[config.mk]
export PLATFORM = sky130hd
export DESIGN_NAME = pc_sequencer
export DESIGN_NICKNAME = d
export VERILOG_FILES = /design/src/rtl/mips_pkg.sv /design/src/rtl/pc_target_calc.sv /design/src/rtl/pc_sequencer.sv
export SDC_FILE = /design/constraint.sdc
export NUM_CORES = 1
export LEC_CHECK = 0
export ABC_CLOCK_PERIOD_IN_PS = 2900
export CAP_MARGIN = 20
export CORE_ASPECT_RATIO = 1.5
export CORE_UTILIZATION = 48
export DETAILED_ROUTE_END_ITERATION = 16
export GPL_TIMING_DRIVEN = 0
export PLACE_DENSITY = 0.82
export SYNTH_ARGS = -nofsm -noshare
export SYNTH_HDL_FRONTEND = slang
export SYNTH_SLANG_ARGS = --single-unit
[constraint.sdc]
create_clock -name clk -period 2.9 [get_ports clk]
set_input_delay 0.58 -clock clk [delete_from_list [all_inputs] [get_ports clk]]
set_output_delay 0.58 -clock clk [all_outputs]
set_load 0.02 [all_outputs]
[src/rtl/mips_pkg.sv]
// Shared definitions for the MIPS fetch path: redirect kinds, reset/exception
// PC defaults and the PC sequencer state encoding.
package mips_pkg;

  localparam logic [1:0] KIND_J   = 2'b00;
  localparam logic [1:0] KIND_BR  = 2'b01;
  localparam logic [1:0] KIND_JR  = 2'b10;
  localparam logic [1:0] KIND_RSV = 2'b11;

  localparam logic [31:0] RESET_PC_DEF   = 32'h0000_3000;
  localparam logic [31:0] EXC_VECTOR_DEF = 32'h0000_4180;

  typedef enum logic {
    ST_RUN     = 1'b0,
    ST_JR_WAIT = 1'b1
  } pc_state_e;

endpackage

[src/rtl/pc_target_calc.sv]
// Combinational redirect target for J/JAL, conditional branch and JR.
// Reserved kinds return pcid_i; the sequencer never uses that value.
module pc_target_calc
  import mips_pkg::*;
(
  input  logic [31:0] pcid_i,
  input  logic [25:0] instr_id_i,
  input  logic [31:0] jr_tgt_i,
  input  logic [1:0]  kind_i,
  output logic [31:0] target_o
);

  logic [31:0] w_br_off;

  assign w_br_off = {{14{instr_id_i[15]}}, instr_id_i[15:0], 2'b00};

  always_comb begin
    case (kind_i)
      KIND_J:  target_o = {pcid_i[31:28], instr_id_i, 2'b00};
      KIND_BR: target_o = pcid_i + w_br_off;
      KIND_JR: target_o = jr_tgt_i;
      default: target_o = pcid_i;
    endcase
  end

endmodule

[src/rtl/pc_sequencer.sv]
// Fetch PC owner: sequential/redirect PC selection, JR operand wait FSM, fetch counter.
// Optional exception entry enabled by defining PC_EXC_EN.
module pc_sequencer
  import mips_pkg::*;
#(
  parameter logic [31:0] RESET_PC   = RESET_PC_DEF,
  parameter logic [31:0] EXC_VECTOR = EXC_VECTOR_DEF,
  parameter int          CNT_W      = 32
) (
  input  logic             clk,
  input  logic             reset,
  input  logic             stall_i,
  input  logic             redir_v_i,
  input  logic [1:0]       redir_kind_i,
  input  logic [31:0]      pcid_i,
  input  logic [25:0]      instr_id_i,
  input  logic [31:0]      jr_tgt_i,
  input  logic             jr_rdy_i,
  input  logic             exc_req_i,
  output logic [31:0]      pc_o,
  output logic             fetch_v_o,
  output logic             stall_req_o,
  output logic [31:0]      epc_o,
  output logic [CNT_W-1:0] fetch_cnt_o
);

  pc_state_e        r_state, w_state_nxt;
  logic [31:0]      r_pc, w_pc_nxt;
  logic [CNT_W-1:0] r_cnt;
  logic [31:0]      w_target;
  logic             w_fetch_v;

  pc_target_calc u_target (
    .pcid_i     (pcid_i),
    .instr_id_i (instr_id_i),
    .jr_tgt_i   (jr_tgt_i),
    .kind_i     (redir_kind_i),
    .target_o   (w_target)
  );

  // Gated by reset so no fetch is reported while the pipeline is held in reset.
  assign w_fetch_v = reset && (r_state == ST_RUN) && !stall_i;

`ifdef PC_EXC_EN
  logic [31:0] r_epc, w_epc_nxt;
`endif

  // NOTE: every output of this block gets a default first, so no path leaves a latch.
  always_comb begin
    w_pc_nxt    = r_pc;
    w_state_nxt = r_state;
`ifdef PC_EXC_EN
    w_epc_nxt   = r_epc;
`endif
    case (r_state)
      ST_RUN: begin
        if (stall_i) begin
          w_pc_nxt = r_pc;
        end else if (redir_v_i && redir_kind_i != KIND_RSV) begin
          if (redir_kind_i == KIND_JR && !jr_rdy_i) w_state_nxt = ST_JR_WAIT;
          else                                       w_pc_nxt    = w_target;
        end else begin
          w_pc_nxt = r_pc + 32'd4;
        end
      end
      ST_JR_WAIT: begin
        if (jr_rdy_i) begin
          w_pc_nxt    = jr_tgt_i;
          w_state_nxt = ST_RUN;
        end
      end
      default: w_state_nxt = ST_RUN;
    endcase
`ifdef PC_EXC_EN
    if (exc_req_i) begin
      w_epc_nxt   = r_pc;
      w_pc_nxt    = EXC_VECTOR;
      w_state_nxt = ST_RUN;
    end
`endif
  end

  // NOTE: sequential state uses non-blocking assignments so all registers update together.
  always_ff @(posedge clk or negedge reset) begin
    if (!reset) begin
      r_state <= ST_RUN;
      r_pc    <= RESET_PC;
      r_cnt   <= '0;
    end else begin
      r_state <= w_state_nxt;
      r_pc    <= w_pc_nxt;
      if (w_fetch_v) r_cnt <= r_cnt + CNT_W'(1);
    end
  end

`ifdef PC_EXC_EN
  always_ff @(posedge clk or negedge reset) begin
    if (!reset) r_epc <= '0;
    else        r_epc <= w_epc_nxt;
  end

  assign epc_o = r_epc;
`else
  logic w_unused;
  assign w_unused = ^{exc_req_i, EXC_VECTOR};
  assign epc_o    = '0;
`endif

  assign pc_o        = r_pc;
  assign fetch_v_o   = w_fetch_v;
  assign stall_req_o = (r_state == ST_JR_WAIT);
  assign fetch_cnt_o = r_cnt;

endmodule

==> results of run 1 <==
## layer usage
metal	routed length, um	share of wire	vias to the layer above
li1	-	-	3256
met1	7760	0.36	3268
met2	10500	0.49	463
met3	1790	0.083	97
met4	1360	0.064	0
met5	0	0	-
## placed cells by master (no fill, tap or decap), drive strengths merged, types with 4 or more instances in the layout
cell and n:
and3 16, o211ai 6, nand2 80, nor2b 6
nor3b 4, inv 16, nand4 20, o21bai 4
nand3 31, o22ai 5, a211oi 4, o221ai 6
nand2b 4, mux2i 15, a221oi 7, and4 4
or3 8, mux2 6, xor2 24, conb 32
dlygate4sd2 5, o31ai 4, xnor2 33, nor3 24
nor2 65, clkinv 4, a22oi 11, clkdlybuf4s50 150
a21oi 67, nor4 12, o21ai 56, buf 57
o21a 8, dfrtp 63, clkbuf 36, a31oi 15
a21o 17, ha 31
## sequential cells by signal, indices dropped and copies added, names as in the netlist
| name | flops |
|---|---|
| fetch_cnt_o | 32 |
| pc_o | 32 |
| stall_req_o | 1 |
## where the power goes
group          leakage, nW  internal (mW)  switching [mW]
Combinational         2.74          0.800           0.947
Sequential           0.834           1.06           0.236
Clock                0.152          0.748           0.411
## final timing paths
check                           cells after the start       startpoint         endpoint
max in group asynchronous                           1            reset   fetch_cnt_o[5]
worst min register to register                      1  fetch_cnt_o[31]  fetch_cnt_o[31]
worst min-delay path                                1            reset          pc_o[0]
min in group clk                                    1  fetch_cnt_o[31]  fetch_cnt_o[31]
worst max-delay path                               10    instr_id_i[3]         pc_o[29]
worst max register to register                      9          pc_o[2]         pc_o[26]
## cell type report
type | instances | area (sq um)
buffer | 70 | 413
clock inverter | 6 | 82.6
tap | 156 | 195
inverter | 17 | 63.8
timing repair buffer | 171 | 1690
multi-input combinational | 662 | 4460
sequential | 65 | 1630
fill | 1025 | 3810
clock buffer | 10 | 229
## cells in the mapped netlist (19+ instances only)
cell type  instances
xor2_1            24
o21ai_0           52
xnor2_1           33
nand2_1           78
nand3_1           29
a21oi_1           65
clkbuf_1          25
nand4_1           19
buf_4             32
dfrtp_1           63
nor2_1            64
nor3_1            23
ha_1              31
## logic make-up after synthesis
kind of cell,after synthesis
AO/OA/AOI/OAI,240
other,1
adder cells (fa/ha/maj),32
multiplexers,21
flip-flops,65
AND/OR/NAND/NOR,280
buffers and inverters,88
XOR/XNOR,57
## repair_timing
| item | in CTS | in global routing |
|---|---|---|
| resized for setup | 27 | 29 |
| buffers inserted | 9 | 2 |
| endpoints found under the setup margin | 17 | 18 |
| pin swaps | 8 | 11 |
## worst max-delay path, cell delays in order
cell and delay, ns:
clkdlybuf4s50_1 0.50, ha_4 0.34, and3_1 0.16, a22o_1 0.21, nand3_1 0.17, a31oi_2 0.30, a21oi_2 0.17, o41ai_2 0.42
mux2i_1 0.23, o21a_1 0.14
==> impl_results.md, run 1 <==
- Total core area: 12,600 sq um
- Seq/Total Area, Yosys: 0.260
- Area Growth Syn to Fin: 39.9%
- CTS Hold Bufs: 0
- Row count: 50
- Final Setup Violations: 1
- Routed Antenna Nets: 0
- Top_reg_cell synth: dfrtp_1
- DP Wirelength: 16.3 mm
- Met2 Use GR: 0.526
- Via/cell ratio: 6.12
- Largest net degree at the start of global routing: 67
- Leak: 3.72 nW
- PD cells: 479 nW/um^2
- Final antenna diode count: 0
- Synth Area in Simple Gates: 0.231
- Cell taking the most area after synthesis: dfrtp_1
- Fraction of registers with async set/reset: 1.00
- WP data arrival: 3.23 ns
- Final Power: 4.20 mW
- Gr ovfl total: 0
- Mux cell area share after synthesis: 0.0348
- Fin nets: 1,126
- Slew margin rel.: 0.292
- Vias in the first global route: 6,498
- Post-synth EDFFs: 0
- Yosys cell types: 85
- Final Max Slew Viols: 0
- Max-cap violations: 0
- Drt drc: 0
- Share of cells above drive strength 1: 0.138
- RSZ-0062 raised after global routing: true
- Chip height: 142 um
- Met3 usage: 0.0439
- Drt first pass iters: 5
- Worst-path fanout max: 5
- Hold WS: 0.180 ns
- 1st-iter DRT viols: 687
- Global-route wire length before repair: 32.1 mm
- Setup Crit Path Kind: in -> reg
- Top cells by area, synth: dfrtp_1, ha_1, a21oi_1, nand2_1, xnor2_1
- Yosys warning count: 0
- Crit start category: input pin
- Clock Skew: 0.00673 ns
- Post-synthesis xor/xnor area fraction: 0.0797
- GRT Overall Usage: 0.309
- HP Class: in -> async
- Largest family of logic cells by synthesized area: compound AO/OA/AOI/OAI gates
- Grt met1 use: 0.346
- Finished Cell Area: 8760 sq um
- Post-layout util: 0.697
- Busiest grt layer: met2
- Initial antenna violation count: 0
- CTS Buf Count: 9
- CTS HTree Levels: 3
- WL/cell: 18.5 um
- Setup TNS: -0.0540 ns
- Top Ports: 196
- DIE WIDTH: 95.3 um
- Final Worst Setup Slack: -0.0540 ns
- Maximum vdd drop: 0.311 mV
- Yosys top cell area share: 0.252
- Flop and latch count out of synthesis: 65
- Clock Sinks: 65
- Vias: 7,084
- Adder-cell area share of the yosys netlist: 0.0651
- Deepest clock path buffer count: 2
- Placer congestion estimate: 1.00
- Worst-Skew Late Latency: 0.33 ns
- Compound-Gate Fraction of Synth Area: 0.252
- Critical Path Sink Type: flop
- Layout Cells excl Fill: 1,157
- Highest clock rate: 339 MHz
- Placed cells: 1,131
- Post-Place Worst Slack: -0.968 ns
- Final Hold Fails: 0
- FF-to-FF setup slack: 0.31 ns
- Post-Syn Area: 6260 sq um
- I/O Buffers: 160
- Outcome: complete, but fails checks
- Tcrit/Tclk final: 1.02
- Final period demand of the worst path: 2.95 ns
- Clk pin slew, worst setup/hold paths: 0.06 ns
- Failing checks: setup timing
- CTS tree: yes
- Worst slew pin tran: 1.05 ns
- DIE AREA: 13,500 sq um
- Req. time, crit path: 3.17 ns
- Syn_area_per_cell: 7.99 sq um
- Clk root buf: clkbuf_16
- Gate Count Post-Synth: 784
- Total routed wirelength: 21.4 mm
- DP Area: 8180 sq um
- Starting Density: 0.498
(Power assumes the default switching activity.)
==> run 2, diff against run 1 <==
--- a/config.mk
+++ b/config.mk
@@ -11,7 +11,8 @@
 export CORE_UTILIZATION = 48
 export DETAILED_ROUTE_END_ITERATION = 16
 export GPL_TIMING_DRIVEN = 0
-export PLACE_DENSITY = 0.82
+export HOLD_SLACK_MARGIN = 0.05
+export PLACE_DENSITY_LB_ADDON = 0.3
 export SYNTH_ARGS = -nofsm -noshare
 export SYNTH_HDL_FRONTEND = slang
 export SYNTH_SLANG_ARGS = --single-unit
==> impl_results.md, run 2 (synthesis results as in run 1) <==
- Outcome: finished clean (was complete, but fails checks)
- DP Wirelength: 16.1 mm (was 16.3 mm)
- Clk pin slew, worst setup/hold paths: 0.05 ns (was 0.06 ns)
- Req. time, crit path: 3.15 ns (was 3.17 ns)
- CTS HTree Levels: 3 (unchanged)
- Fillers: 1,026 (was 1,025)
- Vias in the first global route: 6,398 (was 6,498)
- Final Setup Violations: 0 (was 1)
- Post-layout util: 0.693 (was 0.697)
- DIE AREA: 13,500 sq um (unchanged)
- Final Worst Setup Slack: 0.00319 ns (was -0.0540 ns)
- Final Hold Fails: 0 (unchanged)
- Area of the multi-input gates: 4440 sq um (was 4460 sq um)
- Placed cells: 1,131 (unchanged)
- 1st-iter DRT viols: 815 (was 687)
- Global-route wire length before repair: 31.9 mm (was 32.1 mm)
- Final Max Slew Viols: 0 (unchanged)
- Setup TNS: 0 ns (was -0.0540 ns)
- Gr ovfl total: 0 (unchanged)
- PD cells: 481 nW/um^2 (was 479 nW/um^2)
- Post-Place Worst Slack: -0.930 ns (was -0.968 ns)
- Switching Share: 0.375 (was 0.379)
- Maximum vdd drop: 0.256 mV (was 0.311 mV)
- Drt drc: 0 (unchanged)
- Reg2reg start: pc_o[2] (unchanged)
- Area Growth Syn to Fin: 39.2% (was 39.9%)
- I/O Buffers: 160 (unchanged)
- Setup Crit Path Kind: in -> reg (unchanged)
- Drt first pass iters: 5 (unchanged)
- Hold WS: 0.188 ns (was 0.180 ns)
- Vias: 6,950 (was 7,084)
- Row count: 50 (unchanged)
- Worst-path fanout max: 5 (unchanged)
- HP Class: in -> async (unchanged)
- Worst slew pin tran: 1.00 ns (was 1.05 ns)
- WL/cell: 18.2 um (was 18.5 um)
- Register Area: 1630 sq um (unchanged)
- Final period demand of the worst path: 2.90 ns (was 2.95 ns)
- CTS Buf Count: 9 (unchanged)
- Total routed wirelength: 21.0 mm (was 21.4 mm)
- CTS tree: yes (unchanged)
- Share of cells above drive strength 1: 0.137 (was 0.138)
- Leak: 3.71 nW (was 3.72 nW)
- DIE WIDTH: 95.3 um (unchanged)
- WP data arrival: 3.15 ns (was 3.23 ns)
- Total core area: 12,600 sq um (unchanged)
- Clock Skew: 0.00595 ns (was 0.00673 ns)
- Tcrit/Tclk final: 0.999 (was 1.02)
- Via/cell ratio: 6.03 (was 6.12)
- Deepest clock path buffer count: 2 (unchanged)
- Clock Power Share: 0.280 (was 0.276)
- Top Ports: 196 (unchanged)
- Fin nets: 1,122 (was 1,126)
- Worst-Skew Late Latency: 0.34 ns (was 0.33 ns)
- Initial antenna violation count: 0 (unchanged)
- Chip height: 142 um (unchanged)
- Highest clock rate: 345 MHz (was 339 MHz)
- GRT Overall Usage: 0.306 (was 0.309)
- Final antenna diode count: 0 (unchanged)
- Crit start category: input pin (unchanged)
- Commonest cells after routing, fill and taps aside: clkdlybuf4s50_1, nand2_1, nor2_1, dfrtp_1, a21oi_1 (unchanged)
- Most common cell after layout, fill and taps aside: clkdlybuf4s50_1 (unchanged)
- Power Internal: 2.62 mW (was 2.61 mW)
- R2R Path End: pc_o[26] (unchanged)
- Clk root buf: clkbuf_16 (unchanged)
- Critical Path Sink Type: flop (unchanged)
- Routed Antenna Nets: 0 (unchanged)
- Slew margin rel.: 0.322 (was 0.292)
- DP Area: 8180 sq um (unchanged)
- Clock Sinks: 65 (unchanged)
- Gate power share: 0.411 (was 0.416)
- Sequential share of power: 0.309 (was 0.308)
- Placer congestion estimate: 0.985 (was 1.00)
- Finished Cell Area: 8720 sq um (was 8760 sq um)
- Switching pwr: 1.57 mW (was 1.59 mW)
- Final Power: 4.20 mW (about the same)
- R2R depth: 9 (unchanged)
- Max-cap violations: 0 (unchanged)
- Largest net degree at the start of global routing: 67 (unchanged)
- Starting Density: 0.498 (unchanged)
- Layout Cells excl Fill: 1,152 (was 1,157)
- FF-to-FF setup slack: 0.34 ns (was 0.31 ns)
## run 2: critical path, stage by stage
cell	delay, ns
clkdlybuf4s50_1	0.53
ha_2	0.33
and3_1	0.20
a22o_1	0.29
nand3_2	0.13
a21oi_1	0.13
o21a_1	0.25
o21ai_0	0.19
mux2_2	0.38
o21ai_0	0.15
## run 2: final cells by class
class,instances,area share
clock buffers,10,0.0274
flip-flops and latches,65,0.187
plain buffers,68,0.0465
clock inverters,5,0.00918
repair buffers,169,0.191
multi-input cells,662,0.510
well taps,156,0.0224
inverters,17,0.00732
## run 2: metal layers
layer / vias up / share of wire / routed length [um] / GRT usage
li1: 3250 / - / - / -
met1: 3213 / 0.38 / 7900 / 0.352
met5: - / 0 / 0 / 0
met3: 93 / 0.078 / 1650 / 0.0402
met2: 394 / 0.49 / 10300 / 0.524
met4: 0 / 0.054 / 1130 / 0.189
## run 2: what timing repair did
| item | CTS | global route |
|---|---|---|
| setup buffers | 8 | 1 |
| endpoints found under the hold margin | 0 | 0 |
| pin swaps | 9 | 11 |
| gates cloned | 0 | 0 |
| setup endpoints to repair | 18 | 17 |
| hold buffers | 0 | 0 |
| resized for setup | 30 | 28 |
## run 2: how the worst max path moves through the flow
stage	startpoint	end
2_1_floorplan	pcid_i[2]	pc_o[24]
3_3_place_gp	reset	fetch_cnt_o[31]
3_5_place_dp	instr_id_i[15]	pc_o[23]
4_1_cts	instr_id_i[9]	pc_o[18]
5_1_grt	pcid_i[10]	pc_o[18]
6_report	instr_id_i[3]	pc_o[27]
## run 2: power by group through the flow
stage               clock [mW]  combinational (mW)  sequential [mW]
floorplan                    0               0.792             1.44
global placement             0                1.62             1.30
detailed placement           0                1.64             1.30
CTS                       1.18                1.67             1.29
global route              1.22                1.84             1.32
finish                    1.18                1.72             1.30
==> run 3, diff against run 2 <==
--- a/config.mk
+++ b/config.mk
@@ -13,6 +13,7 @@
 export GPL_TIMING_DRIVEN = 0
 export HOLD_SLACK_MARGIN = 0.05
 export PLACE_DENSITY_LB_ADDON = 0.3
+export SLEW_MARGIN = 25
 export SYNTH_ARGS = -nofsm -noshare
 export SYNTH_HDL_FRONTEND = slang
 export SYNTH_SLANG_ARGS = --single-unit
==> impl_results.md, run 3 (synthesis results as in run 1) <==
- Chip height: 142 um (unchanged)
- Max-cap violations: 0 (unchanged)
- CTS Buf Count: 9 (unchanged)
- Deepest clock path buffer count: 2 (unchanged)
- RSZ-0062 raised after global routing: true
- Slew margin rel.: 0.306 (was 0.322)
- Outcome: finished clean (unchanged)
- DP Wirelength: 16.1 mm (about the same)
- Global-route wire length before repair: 32.0 mm (was 31.9 mm)
- Maximum vdd drop: 0.291 mV (was 0.256 mV)
- Most common cell after layout, fill and taps aside: clkdlybuf4s50_1 (unchanged)
- Setup Crit Path Kind: in -> reg (unchanged)
- Tcrit/Tclk final: 0.992 (was 0.999)
- Critical Path Sink Type: flop (unchanged)
- GRT Overall Usage: 0.307 (was 0.306)
- Commonest cells after routing, fill and taps aside: clkdlybuf4s50_1, nand2_1, nor2_1 (was clkdlybuf4s50_1, nand2_1, nor2_1, dfrtp_1, a21oi_1)
- R2R Path End: pc_o[26] (unchanged)
- FF-to-FF setup slack: 0.31 ns (was 0.34 ns)
- Vias: 7,049 (was 6,950)
- Total routed wirelength: 21.3 mm (was 21.0 mm)
- Reg2reg start: pc_o[2] (unchanged)
- Final Setup Violations: 0 (unchanged)
- Total core area: 12,600 sq um (unchanged)
- WL/cell: 18.5 um (was 18.2 um)
- Fin nets: 1,124 (was 1,122)
- Placer congestion estimate: 0.985 (unchanged)
- Clock Skew: 0.00610 ns (was 0.00595 ns)
- PD cells: 483 nW/um^2 (was 481 nW/um^2)
- Area Growth Syn to Fin: 39.7% (was 39.2%)
- Initial antenna violation count: 0 (unchanged)
- Worst-path fanout max: 7 (was 5)
- Highest clock rate: 348 MHz (was 345 MHz)
- Crit start category: input pin (unchanged)
- I/O Buffers: 160 (unchanged)
- 1st-iter DRT viols: 640 (was 815)
- Worst slew pin tran: 1.03 ns (was 1.00 ns)
- Final antenna diode count: 0 (unchanged)
- Routed Antenna Nets: 0 (unchanged)
- Vias in the first global route: 6,475 (was 6,398)
- Fillers: 1,031 (was 1,026)
- Top Ports: 196 (unchanged)
- Clock Sinks: 65 (unchanged)
- DIE WIDTH: 95.3 um (unchanged)
- Starting Density: 0.498 (unchanged)
- Hold WS: 0.150 ns (was 0.188 ns)
- CTS tree: yes (unchanged)
- HP Class: in -> async (unchanged)
- Drt first pass iters: 7 (was 5)
- Via/cell ratio: 6.11 (was 6.03)
- Req. time, crit path: 3.13 ns (was 3.15 ns)
- Gr ovfl total: 0 (unchanged)
- Final Hold Fails: 0 (unchanged)
- WP data arrival: 3.10 ns (was 3.15 ns)
- Clk pin slew, worst setup/hold paths: 0.06 ns (was 0.05 ns)
- Share of cells above drive strength 1: 0.136 (was 0.137)
- CTS Hold Bufs: 0 (unchanged)
- Clk root buf: clkbuf_16 (unchanged)
- R2R depth: 9 (unchanged)
- DIE AREA: 13,500 sq um (unchanged)
- Drt drc: 0 (unchanged)
- Final period demand of the worst path: 2.88 ns (was 2.90 ns)
- Leak: 3.72 nW (was 3.71 nW)
- Setup TNS: 0 ns (unchanged)
- CTS HTree Levels: 3 (unchanged)
- Largest net degree at the start of global routing: 45 (was 67)
- Worst-Skew Late Latency: 0.34 ns (about the same)
- Row count: 50 (unchanged)
- Final Max Slew Viols: 0 (unchanged)
[run 3: changes by cell type in the layout (fill, tap and decap cells not counted), sizes merged]
cell           change
buf                +3
clkbuf             -2
clkdlybuf4s15      +1
clkdlybuf4s50      +1
dlymetal6s2s       -1
[run 3: timing repair]
item | CTS | global route
setup endpoints to repair | 16 | 17
gates cloned | 0 | 0
buffers inserted | 7 | 4
hold endpoints to repair | 0 | 0
pin swaps | 12 | 11
gates resized for setup | 27 | 25
[run 3: metal layers]
| layer | track usage | wire length (um) | vias up |
|---|---|---|---|
| met1 | 0.355 | 7670 | 3238 |
| met5 | 0 | 0 | - |
| met4 | 0.177 | 1130 | 0 |
| li1 | - | - | 3252 |
| met2 | 0.526 | 10500 | 462 |
| met3 | 0.0456 | 2020 | 97 |
[run 3: worst max path at each step]
stage | start | to | depth (start not counted)
finish | instr_id_i[6] | pc_o[25] | 12
global route | instr_id_i[6] | pc_o[25] | 12
CTS | instr_id_i[8] | pc_o[18] | 11
detailed placement | instr_id_i[15] | pc_o[23] | 11
global placement | reset | fetch_cnt_o[31] | 9
floorplan | pcid_i[2] | pc_o[24] | 11
[run 3: metrics by stage]
step	power (mW)	setup slack, ns	instances	area (sq um)	utilization
floorplan	2.23	0.227	815	6380	-
global placement	2.92	-2.49	1131	8180	0.650
detailed placement	2.95	-0.927	1132	8200	0.652
CTS	4.15	0.0195	1154	8630	0.686
global route	4.40	-0.0768	1154	8750	0.696
finish	4.22	0.0236	1154	8750	0.696
[run 3: report_power, final]
group / switching (mW) / total [mW] / leakage [nW] / internal, mW
sequential: 0.235 / 1.29 / 0.834 / 1.06
clock: 0.414 / 1.18 / 0.151 / 0.769
combinational: 0.946 / 1.75 / 2.74 / 0.801
total: 1.60 / 4.22 / 3.72 / 2.63
[run 3: worst max-delay path, cell delays in order]
cell,delay (ns)
clkdlybuf4s50_1,0.50
ha_1,0.23
buf_2,0.18
a21oi_2,0.17
nand2_1,0.10
a22oi_2,0.29
a31oi_4,0.15
buf_4,0.17
a21boi_4,0.16
mux2i_1,0.21
a31oi_1,0.16
o22a_1,0.19
[run 3: cell type report]
class / instances / area [sq um] / area share
Buffer: 67 / 402 / 0.0459
Sequential cell: 65 / 1630 / 0.186
Clock inverter: 5 / 80.1 / 0.00915
Multi-Input combinational cell: 662 / 4450 / 0.509
Inverter: 17 / 63.8 / 0.00729
Tap cell: 156 / 195 / 0.0223
Clock buffer: 10 / 239 / 0.0273
Timing Repair Buffer: 172 / 1690 / 0.193
